[config.mk]
export PLATFORM = sky130hd
export DESIGN_NAME = cmd_frame_uart
export DESIGN_NICKNAME = d
export VERILOG_FILES = /design/src/rtl/comm_pkg.sv /design/src/rtl/uart_byte_trx.sv /design/src/rtl/cmd_frame_uart.sv
export SDC_FILE = /design/constraint.sdc
export NUM_CORES = 1
export LEC_CHECK = 0
export CORE_MARGIN = 3
export CORE_UTILIZATION = 40
export DETAILED_ROUTE_END_ITERATION = 10
export PLACE_DENSITY = 0.6
export SYNTH_ARGS = -nofsm -noshare
export SYNTH_HDL_FRONTEND = slang
export SYNTH_SLANG_ARGS = --single-unit
export TNS_END_PERCENT = 1
[constraint.sdc]
create_clock -name clk -period 7.4 [get_ports clk]
set_input_delay 1.48 -clock clk [delete_from_list [all_inputs] [get_ports clk]]
set_output_delay 1.48 -clock clk [all_outputs]
set_load 0.01 [all_outputs]
[src/rtl/comm_pkg.sv]
// Shared types and constants for the copter command link: frame FSM states,
// command opcodes and the positive-acknowledge response byte.
package comm_pkg;

  typedef enum logic [1:0] {
    WAIT_CMD = 2'd0,
    WAIT_HI  = 2'd1,
    WAIT_LO  = 2'd2
  } frame_state_t;

  localparam logic [7:0] REQ_BATT  = 8'h01;
  localparam logic [7:0] SET_PTCH  = 8'h02;
  localparam logic [7:0] SET_ROLL  = 8'h03;
  localparam logic [7:0] SET_YAW   = 8'h04;
  localparam logic [7:0] SET_THRST = 8'h05;
  localparam logic [7:0] CALIBRATE = 8'h06;
  localparam logic [7:0] EMER_LAND = 8'h07;
  localparam logic [7:0] MTRS_OFF  = 8'h08;
  localparam logic [7:0] POS_ACK   = 8'hA5;

endpackage

[src/rtl/uart_byte_trx.sv]
// Bit-level UART engines: 8N1 receiver with mid-bit sampling and glitch-rejecting
// start check, plus an independent 8N1 transmitter.
module uart_byte_trx import comm_pkg::*; #(
  parameter int BAUD_DIV = 2604
) (
  input  logic       clk,
  input  logic       rst,
  input  logic       i_rx,
  output logic       o_tx,
  output logic [7:0] o_rx_byte,
  output logic       o_rx_vld,
  output logic       o_rx_start,
  output logic       o_rx_err,
  input  logic       i_tx_start,
  input  logic [7:0] i_tx_byte,
  output logic       o_tx_busy,
  output logic       o_tx_done
);

  localparam int BW = $clog2(BAUD_DIV);
  localparam logic [BW-1:0] BAUD_LAST = BW'(BAUD_DIV - 1);
  localparam logic [BW-1:0] BAUD_HALF = BW'(BAUD_DIV / 2 - 1);
  localparam logic [BW-1:0] CNT_ZERO  = BW'(0);
  localparam logic [BW-1:0] CNT_ONE   = BW'(1);

  logic          r_rx_meta, r_rx_sync, r_rx_prev;
  logic          r_rx_busy;
  logic [BW-1:0] r_rx_cnt;
  logic [3:0]    r_rx_bit;
  logic [7:0]    r_rx_shift;
  logic [7:0]    r_rx_byte;
  logic          r_rx_vld, r_rx_start, r_rx_err;

  logic          r_tx;
  logic          r_tx_busy, r_tx_done;
  logic [BW-1:0] r_tx_cnt;
  logic [3:0]    r_tx_bit;
  logic [8:0]    r_tx_shift;

  // Synchroniser plus one history flop for falling-edge detection; idle-high after reset.
  always_ff @(posedge clk) begin
    if (rst) begin
      r_rx_meta <= 1'b1;
      r_rx_sync <= 1'b1;
      r_rx_prev <= 1'b1;
    end else begin
      r_rx_meta <= i_rx;
      r_rx_sync <= r_rx_meta;
      r_rx_prev <= r_rx_sync;
    end
  end

  // Receiver: bit 0 is the start check, bits 1..8 data (LSB first), bit 9 the stop sample.
  always_ff @(posedge clk) begin
    if (rst) begin
      r_rx_busy  <= 1'b0;
      r_rx_cnt   <= CNT_ZERO;
      r_rx_bit   <= 4'd0;
      r_rx_shift <= 8'h00;
      r_rx_byte  <= 8'h00;
      r_rx_vld   <= 1'b0;
      r_rx_start <= 1'b0;
      r_rx_err   <= 1'b0;
    end else begin
      r_rx_vld   <= 1'b0;
      r_rx_start <= 1'b0;
      r_rx_err   <= 1'b0;
      if (!r_rx_busy) begin
        if (r_rx_prev && !r_rx_sync) begin
          r_rx_busy <= 1'b1;
          r_rx_cnt  <= BAUD_HALF;
          r_rx_bit  <= 4'd0;
        end
      end else if (r_rx_cnt != CNT_ZERO) begin
        r_rx_cnt <= r_rx_cnt - CNT_ONE;
      end else begin
        r_rx_cnt <= BAUD_LAST;
        r_rx_bit <= r_rx_bit + 4'd1;
        if (r_rx_bit == 4'd0) begin
          if (r_rx_sync) r_rx_busy  <= 1'b0;
          else           r_rx_start <= 1'b1;
        end else if (r_rx_bit == 4'd9) begin
          r_rx_busy <= 1'b0;
          if (r_rx_sync) begin
            r_rx_vld  <= 1'b1;
            r_rx_byte <= r_rx_shift;
          end else begin
            r_rx_err  <= 1'b1;
          end
        end else begin
          r_rx_shift <= {r_rx_sync, r_rx_shift[7:1]};
        end
      end
    end
  end

  // Transmitter: the start bit is driven at acceptance, the shifter then supplies data and stop.
  always_ff @(posedge clk) begin
    if (rst) begin
      r_tx       <= 1'b1;
      r_tx_busy  <= 1'b0;
      r_tx_done  <= 1'b0;
      r_tx_cnt   <= CNT_ZERO;
      r_tx_bit   <= 4'd0;
      r_tx_shift <= 9'h1FF;
    end else begin
      r_tx_done <= 1'b0;
      if (!r_tx_busy) begin
        if (i_tx_start) begin
          r_tx_busy  <= 1'b1;
          r_tx       <= 1'b0;
          r_tx_shift <= {1'b1, i_tx_byte};
          r_tx_cnt   <= BAUD_LAST;
          r_tx_bit   <= 4'd0;
        end
      end else if (r_tx_cnt != CNT_ZERO) begin
        r_tx_cnt <= r_tx_cnt - CNT_ONE;
      end else if (r_tx_bit == 4'd9) begin
        r_tx_busy <= 1'b0;
        r_tx_done <= 1'b1;
        r_tx      <= 1'b1;
      end else begin
        r_tx       <= r_tx_shift[0];
        r_tx_shift <= {1'b1, r_tx_shift[8:1]};
        r_tx_cnt   <= BAUD_LAST;
        r_tx_bit   <= r_tx_bit + 4'd1;
      end
    end
  end

  assign o_tx       = r_tx;
  assign o_rx_byte  = r_rx_byte;
  assign o_rx_vld   = r_rx_vld;
  assign o_rx_start = r_rx_start;
  assign o_rx_err   = r_rx_err;
  assign o_tx_busy  = r_tx_busy;
  assign o_tx_done  = r_tx_done;

endmodule

[src/rtl/cmd_frame_uart.sv]
// Copter-side command link: assembles 3-byte command frames from the UART into
// cmd/data with a ready flag, and sends single response bytes back.
module cmd_frame_uart import comm_pkg::*; #(
  parameter int BAUD_DIV    = 2604,
  parameter int TIMEOUT_CYC = 1_000_000
) (
  input  logic        clk,
  input  logic        rst,
  input  logic        RX,
  output logic        TX,
  output logic [7:0]  cmd,
  output logic [15:0] data,
  output logic        cmd_rdy,
  input  logic        clr_cmd_rdy,
  input  logic [7:0]  resp,
  input  logic        send_resp,
  output logic        tx_busy,
  output logic        resp_sent,
  output logic        frm_err
);

  localparam int TW = $clog2(TIMEOUT_CYC + 1);
  localparam logic [TW-1:0] TO_MAX  = TW'(TIMEOUT_CYC);
  localparam logic [TW-1:0] TO_ZERO = TW'(0);
  localparam logic [TW-1:0] TO_ONE  = TW'(1);

  logic [7:0]   w_rx_byte;
  logic         w_rx_vld, w_rx_start, w_rx_err;
  logic         w_tx_busy, w_tx_start;
  frame_state_t r_state, w_next;
  logic         w_ld_cmd, w_ld_hi, w_done;
  logic [TW-1:0] r_to_cnt;
  logic [7:0]   r_cmd_sh, r_hi_sh, r_cmd;
  logic [15:0]  r_data;
  logic         r_cmd_rdy, r_frm_err;

  assign w_tx_start = send_resp & ~w_tx_busy;

  uart_byte_trx #(.BAUD_DIV(BAUD_DIV)) u_trx (
    .clk        (clk),
    .rst        (rst),
    .i_rx       (RX),
    .o_tx       (TX),
    .o_rx_byte  (w_rx_byte),
    .o_rx_vld   (w_rx_vld),
    .o_rx_start (w_rx_start),
    .o_rx_err   (w_rx_err),
    .i_tx_start (w_tx_start),
    .i_tx_byte  (resp),
    .o_tx_busy  (w_tx_busy),
    .o_tx_done  (resp_sent)
  );

  // Frame state register.
  always_ff @(posedge clk) begin
    if (rst) r_state <= WAIT_CMD;
    else     r_state <= w_next;
  end

  // A bad stop bit always resynchronises; a stalled partial frame is dropped on timeout.
  always_comb begin
    w_next   = r_state;
    w_ld_cmd = 1'b0;
    w_ld_hi  = 1'b0;
    w_done   = 1'b0;
    if (w_rx_err) begin
      w_next = WAIT_CMD;
    end else if (w_rx_vld) begin
      case (r_state)
        WAIT_CMD: begin w_ld_cmd = 1'b1; w_next = WAIT_HI;  end
        WAIT_HI:  begin w_ld_hi  = 1'b1; w_next = WAIT_LO;  end
        WAIT_LO:  begin w_done   = 1'b1; w_next = WAIT_CMD; end
        default:  begin w_next   = WAIT_CMD; end
      endcase
    end else if (r_state != WAIT_CMD && r_to_cnt == TO_MAX) begin
      w_next = WAIT_CMD;
    end else begin
      w_next = r_state;
    end
  end

  // Inter-byte idle counter; saturates at the timeout value.
  always_ff @(posedge clk) begin
    if (rst)                                                r_to_cnt <= TO_ZERO;
    else if (r_state == WAIT_CMD || w_rx_vld || w_rx_start) r_to_cnt <= TO_ZERO;
    else if (r_to_cnt != TO_MAX)                            r_to_cnt <= r_to_cnt + TO_ONE;
  end

  // Shadows and published outputs; cmd/data move only when a frame completes.
  always_ff @(posedge clk) begin
    if (rst) begin
      r_cmd_sh  <= 8'h00;
      r_hi_sh   <= 8'h00;
      r_cmd     <= 8'h00;
      r_data    <= 16'h0000;
      r_cmd_rdy <= 1'b0;
      r_frm_err <= 1'b0;
    end else begin
      if (w_ld_cmd) r_cmd_sh <= w_rx_byte;
      if (w_ld_hi)  r_hi_sh  <= w_rx_byte;
      if (w_done) begin
        r_cmd  <= r_cmd_sh;
        r_data <= {r_hi_sh, w_rx_byte};
      end
      if (w_done)                                                  r_cmd_rdy <= 1'b1;
      else if (clr_cmd_rdy || (w_rx_start && r_state == WAIT_CMD)) r_cmd_rdy <= 1'b0;
      if (w_rx_err) r_frm_err <= 1'b1;
    end
  end

  assign cmd     = r_cmd;
  assign data    = r_data;
  assign cmd_rdy = r_cmd_rdy;
  assign frm_err = r_frm_err;
  assign tx_busy = w_tx_busy;

endmodule

==> results of run 1 <==
final timing paths:
check                         start                 to  cells after the start
setup reg to reg  u_trx.r_rx_cnt[0]  u_trx.r_rx_bit[3]                      6
hold reg to reg     u_trx.r_rx_meta    u_trx.r_rx_sync                      1
hold / removal      u_trx.r_rx_meta    u_trx.r_rx_sync                      1
setup / recovery    u_trx.o_tx_busy            tx_busy                      1
registers in the layout (all words and copies together), names as in the netlist, 12 cells and up:
register and flops:
u_trx.r_rx_cnt 12, r_to_cnt 20, data 16, u_trx.r_tx_cnt 12
cells in the final DEF, fill, tap and decap left out, types with 16 or more instances in the layout:
cell type | Yosys | final
sky130_fd_sc_hd__a211oi_1 | 16 | 16
sky130_fd_sc_hd__a21oi_1 | 74 | 74
sky130_fd_sc_hd__clkbuf_16 | 0 | 17
sky130_fd_sc_hd__clkdlybuf4s50_1 | 0 | 40
sky130_fd_sc_hd__dfxtp_1 | 130 | 130
sky130_fd_sc_hd__nand2_1 | 108 | 108
sky130_fd_sc_hd__nand3_1 | 26 | 26
sky130_fd_sc_hd__nor2_1 | 47 | 47
sky130_fd_sc_hd__nor3_1 | 21 | 21
sky130_fd_sc_hd__o21ai_0 | 35 | 35
routing by layer:
metal	vias up	GRT usage (%)
met5	-	0
met4	0	4.85
met3	16	5.07
met2	79	25.3
met1	2256	21.4
li1	2509	-
where the power goes:
| part | leakage [nW] | internal, mW | switching, mW |
|---|---|---|---|
| sequential | 1.05 | 0.718 | 0.0211 |
| clock | 0.293 | 0.535 | 0.326 |
| combinational | 1.01 | 0.0528 | 0.0779 |
| total | 2.35 | 1.31 | 0.425 |
area by class of cell:
| class | count | area, µm² |
|---|---|---|
| multi-input combinational | 503 | 2890 |
| sequential | 130 | 2600 |
| fill | 1274 | 6750 |
| inverter | 16 | 60.1 |
| tap | 176 | 220 |
| clock buffer | 18 | 429 |
| clock inverter | 14 | 179 |
| timing repair buffer | 44 | 430 |
cells by family (layout without fill, tap and decap cells):
logic type,count (synthesis),count (layout),synth area share [%]
adders and majority gates,11,11,2.42
buffers and inverters,50,92,3.35
and+or+nand+nor,308,308,27.5
muxes,16,16,2.84
DFF,130,130,45.8
xor gates and xnor gates,10,10,1.54
AOI/OAI and AO/OA,158,158,16.5
per-stage QoR:
| step | hold slack, ns | instance area [µm²] | std cells | utilization, % | setup slack, ns |
|---|---|---|---|---|---|
| 3_3_place_gp | 0.397 | 6200 | 869 | 45.8 | 3.80 |
| 3_5_place_dp | 0.393 | 6200 | 869 | 45.8 | 3.74 |
| 2_1_floorplan | 0.389 | 5680 | 683 | - | 4.83 |
| 5_1_grt | 0.445 | 6810 | 901 | 50.2 | 3.98 |
| 6_report | 0.406 | 6810 | 901 | 50.2 | 4.09 |
| 4_1_cts | 0.406 | 6810 | 901 | 50.2 | 4.08 |
==> results_dict.tcl, run 1 <==
set metrics [dict create \
    run_status "completed" \
    htree_num_levels 4 \
    grt_pass1_wl_mm 21.3 \
    drv_cap 0 \
    drcViolationCount 0 \
    critPathKind "reg -> out" \
    critical-path-slowest-cell "sky130_fd_sc_hd__dfxtp_1" \
    cts.sinks 130 \
    detailed_placement_wirelength_estimate_mm 8.15 \
    routabilityCongestion 0.826 \
    number_of_enable_type_register_cells_in_the_synthesized_netlist 0 \
    fp-row-count 42 \
    synthesis.instances 683 \
    ys_top_cells_by_count "sky130_fd_sc_hd__dfxtp_1 (130), sky130_fd_sc_hd__nand2_1 (108), sky130_fd_sc_hd__a21oi_1 (74)" \
    detailedRoute.firstIterationViolations 404 \
    wl_met2_mm 5.48 \
    clkSlewWorstSetupHoldPaths_ns 0.06 \
    r2r_setup_slack_ns 4.52 \
    ant_nets 0 \
    synth.area.top_cells "sky130_fd_sc_hd__dfxtp_1 (46%), sky130_fd_sc_hd__nand2_1 (7.1%), sky130_fd_sc_hd__a21oi_1 (6.5%), sky130_fd_sc_hd__nor2_1 (3.1%), sky130_fd_sc_hd__o21ai_0 (3.1%)" \
    max_stage_delay_ns 0.74 \
    rsz0062_at_grt "no" \
    floorplan.die.width_um 125 \
    synth_largest_area_cell "sky130_fd_sc_hd__dfxtp_1" \
    worst_hold_path_type "reg -> reg" \
    number_of_nets_produced_by_synthesis 707 \
    synth_async_sr_flop_share_pct 0 \
    yosysWarnings 0 \
    final_layout_size_suffix_gt1_share_pct 7.03 \
    synth_most_common_cell "sky130_fd_sc_hd__dfxtp_1" \
    globalRouteOverflowTotal 0 \
    core-area_um2 13600 \
    pin_count 42 \
    leakagePower_nw 2.35 \
    crit_buf_inv 1 \
    overall_power_mw 1.73 \
    detail_route.wirelength.met1_mm 6.15 \
    worst_pin_slew_ns 0.982 \
    grt_start_max_net_pins 89 \
    route.detailed.wl_per_inst_um 13.6 \
    die-area_um2 15700 \
    cell_class_contributing_the_biggest_share_of_worst_path_delay "flip-flops" \
    ys_ff_latch 130 \
    cts-root-to-sink-buffers 2 \
    timing.critical_path.required_ns 5.92 \
    vias 4860 \
    fin_tns_setup_ns 0 \
    start_kind "flip-flop" \
    antennaDiodeCount 0 \
    met3_length_um 480 \
    top_achievable_clock_speed_ghz 0.302 \
    track_usage_pct 16.1 \
    maxSlewViolCount 0 \
    grt_pass1_vias 4509 \
    number_of_buffers_added_to_fix_hold_violations_after_cts 0 \
    layout-area-overhead-vs-synth_pct 20.0 \
    highest-signal-layer "met4" \
    worstPathArrival_ns 1.83 \
    route.detailed.vias_per_inst 5.39 \
    insertion_delay_ns 0.42 \
    fin_worst_skew_ns 0.00789 \
    sequential_element_share_of_the_synthesized_area_pct 45.8 \
    synth.top_cell.area_share_pct 45.8 \
    cts_resized 0 \
    numPortBuffers 41 \
    synth.lib_cells_used.distinct 58 \
    final_nets 736 \
    top_fanout_value_on_the_critical_path 20 \
    power_density_nw_per_um2 254 \
    dominantRegCellSynth "sky130_fd_sc_hd__dfxtp_1" \
    die-height_um 125 \
    finalHoldViolations 0 \
    dr.pass1.iters 5 \
    timing.critical_path.cells "clkdlybuf4s50_1" \
    cts_root_buffer "sky130_fd_sc_hd__clkbuf_16" \
    synth_area_um2 5680 \
    antenna_violations_before_repair 0 \
    initial_utilization_pct 41.9 \
    endpoint_kind "output pin" \
    cts_post_setup_buffers_inserted 0 \
    cts_made_buffers 17 \
    finalSetupViolations 0 \
    slew_headroom_pct 33.6 \
    ir_drop_uv 135 \
    totalWireLength_mm 12.3 \
    tritoncts "done" \
    avgSynthCellArea_um2 8.32 \
    period_needed_ns 3.31 \
    final_min_period_over_clock_period_pct 44.7 \
]
No activity file was read; power rests on OpenSTA's default activity.
==> inputs of run 2 (changes only) <==
- PLACE_DENSITY: 0.6 -> 0.62
- clock period: 7.4 -> 2.68 ns (I/O delays scaled with it)
==> run 2 against run 1 <==
Net effect:
- sequential share of layout area down 0.20 points
- global-route usage is 0.16 points higher
- clock power grew to 2.5 times the previous value
- combinational power rose to 3.0 times the previous value
- largest power group unchanged
- core utilization is 0.26 points higher
- non-clock buffer count increased by 11
- via count increased by 1.4%
- die area unchanged
- clock-buffer cell count increased by 6
==> results_dict.tcl, run 2 (same netlist as run 1, synthesis figures left out) <==
set metrics [dict create \
    run_status "completed" \
    track_usage_pct 16.3 \
    cts.sinks 130 \
    grt_pass1_vias 4666 \
    layout.cells.most_common "sky130_fd_sc_hd__dfxtp_1" \
    power.share.combinational_pct 8.5 \
    cts_root_buffer "sky130_fd_sc_hd__clkbuf_16" \
    fin_worst_skew_ns 0.00676 \
    overall_power_mw 4.59 \
    final_nets 747 \
    fp-row-count 42 \
    max_flop_register "r_to_cnt" \
    pre_cts_slack_ns 0.195 \
    clkSlewWorstSetupHoldPaths_ns 0.05 \
    largest_reg_flops 20 \
    htree_num_levels 4 \
    final_min_period_over_clock_period_pct 93.6 \
    fillers 1283 \
    seqPwrFrac_pct 44.4 \
    rsz0062_at_grt "no" \
    numPortBuffers 41 \
    floorplan.die.width_um 125 \
    insertion_delay_ns 0.41 \
    finalSetupViolations 0 \
    antenna_violations_before_repair 0 \
    pin_count 42 \
    totalWireLength_mm 12.5 \
    globalRouteOverflowTotal 0 \
    endpoint_kind "flip-flop" \
    power_density_nw_per_um2 671 \
    net-switching-power_mw 1.10 \
    worst_hold_path_type "reg -> reg" \
    route.detailed.wl_per_inst_um 13.7 \
    die-area_um2 15700 \
    start_kind "flip-flop" \
    slew_headroom_pct 38.8 \
    final_layout_size_suffix_gt1_share_pct 8.02 \
    ir_drop_uv 549 \
    grt_start_max_net_pins 52 \
    cts_made_buffers 17 \
    cts_resized 0 \
    fin_area_um2 6850 \
    most_frequent_cells_in_the_layout "sky130_fd_sc_hd__dfxtp_1 (130), sky130_fd_sc_hd__nand2_1 (108), sky130_fd_sc_hd__a21oi_1 (74)" \
    finalHoldViolations 0 \
    multiInputGateArea_um2 2890 \
    maxSlewViolCount 0 \
    cts_post_setup_buffers_inserted 0 \
    detailed_placement_wirelength_estimate_mm 8.42 \
    detailedRoute.firstIterationViolations 330 \
    core-area_um2 13600 \
    vias 4927 \
    drcViolationCount 0 \
    antennaDiodeCount 0 \
    routabilityCongestion 0.808 \
    register_area_um2 2600 \
    worstPathArrival_ns 2.82 \
    number_of_buffers_added_to_fix_hold_violations_after_cts 0 \
    place_area_um2 6290 \
    initial_utilization_pct 41.9 \
    worst_pin_slew_ns 0.918 \
    drv_cap 0 \
    clock_group_share_of_total_power_pct 47.2 \
    cts-root-to-sink-buffers 2 \
    final_critical_path_setup_slack_ns 0.171 \
    grt_pass1_wl_mm 21.7 \
    top_fanout_value_on_the_critical_path 10 \
    critPathKind "reg -> reg" \
    tritoncts "done" \
    die-height_um 125 \
    route.detailed.vias_per_inst 5.40 \
    leakagePower_nw 2.38 \
    ant_nets 0 \
    period_needed_ns 2.51 \
    top_achievable_clock_speed_ghz 0.399 \
    cellInternalPower_mw 3.49 \
    fin_tns_setup_ns 0 \
    timing.critical_path.required_ns 3.00 \
    layout-area-overhead-vs-synth_pct 20.6 \
    switching_share_pct 23.9 \
    dr.pass1.iters 5 \
]
-- run 2: cell count changes in the layout (fill, tap and decap cells not counted), sizes merged --
cell	previous run	this run
clkbuf	18	24
buf	4	15
bufinv	3	1
clkinv	6	7
clkinvlp	2	1
inv	19	15
-- run 2: worst max-delay path, stage by stage (launching register included) --
cell and delay (ns):
sky130_fd_sc_hd__dfxtp_1 0.34, sky130_fd_sc_hd__inv_1 0.12, sky130_fd_sc_hd__ha_1 0.14, sky130_fd_sc_hd__or4b_1 0.46, sky130_fd_sc_hd__or4_1 0.65, sky130_fd_sc_hd__or4_1 0.44, sky130_fd_sc_hd__a211oi_1 0.26
-- run 2: layout make-up --
| class | instances | share of cell area (%) |
|---|---|---|
| clock inverters | 8 | 1.15 |
| clock buffers | 24 | 7.03 |
| multi-input cells | 503 | 42.2 |
| repair buffers | 55 | 7.49 |
| flip-flops and latches | 130 | 38.0 |
| well taps | 176 | 3.22 |
| inverters | 16 | 0.877 |
-- run 2: path summary, 6_finish.rpt --
path              slack (ns)  depth (start not counted)               from                 to
setup / recovery        0.17                          6  u_trx.r_tx_cnt[0]  u_trx.r_tx_bit[2]
setup reg to reg        0.17                          6  u_trx.r_tx_cnt[0]  u_trx.r_tx_bit[2]
hold reg to reg         0.41                          1    u_trx.r_rx_meta    u_trx.r_rx_sync
hold / removal          0.41                          1    u_trx.r_rx_meta    u_trx.r_rx_sync
-- run 2: routing by layer --
metal | up-vias | track usage [%] | wire (µm)
met4 | 0 | 5.99 | 198
li1 | 2527 | - | -
met3 | 19 | 4.18 | 474
met1 | 2282 | 20.8 | 5880
met2 | 99 | 26.7 | 5910
met5 | - | 0 | 0
-- run 2: power groups by stage --
stage | logic [mW] | clock network (mW) | registers [mW]
floorplan | 0.277 | 0 | 2.06
detailed placement | 0.386 | 0 | 2.08
global route | 0.439 | 2.32 | 2.05
CTS | 0.389 | 2.22 | 2.04
global placement | 0.377 | 0 | 2.07
finish | 0.389 | 2.17 | 2.04
-- run 2: per-stage QoR --
| stage | std cells | hold WS (ns) | utilization [%] |
|---|---|---|---|
| 6_report | 912 | 0.414 | 50.5 |
| 5_1_grt | 912 | 0.439 | 50.5 |
| 4_1_cts | 912 | 0.417 | 50.5 |
| 3_5_place_dp | 880 | 0.401 | 46.4 |
| 3_3_place_gp | 880 | 0.397 | 46.4 |
| 2_1_floorplan | 683 | 0.389 | - |
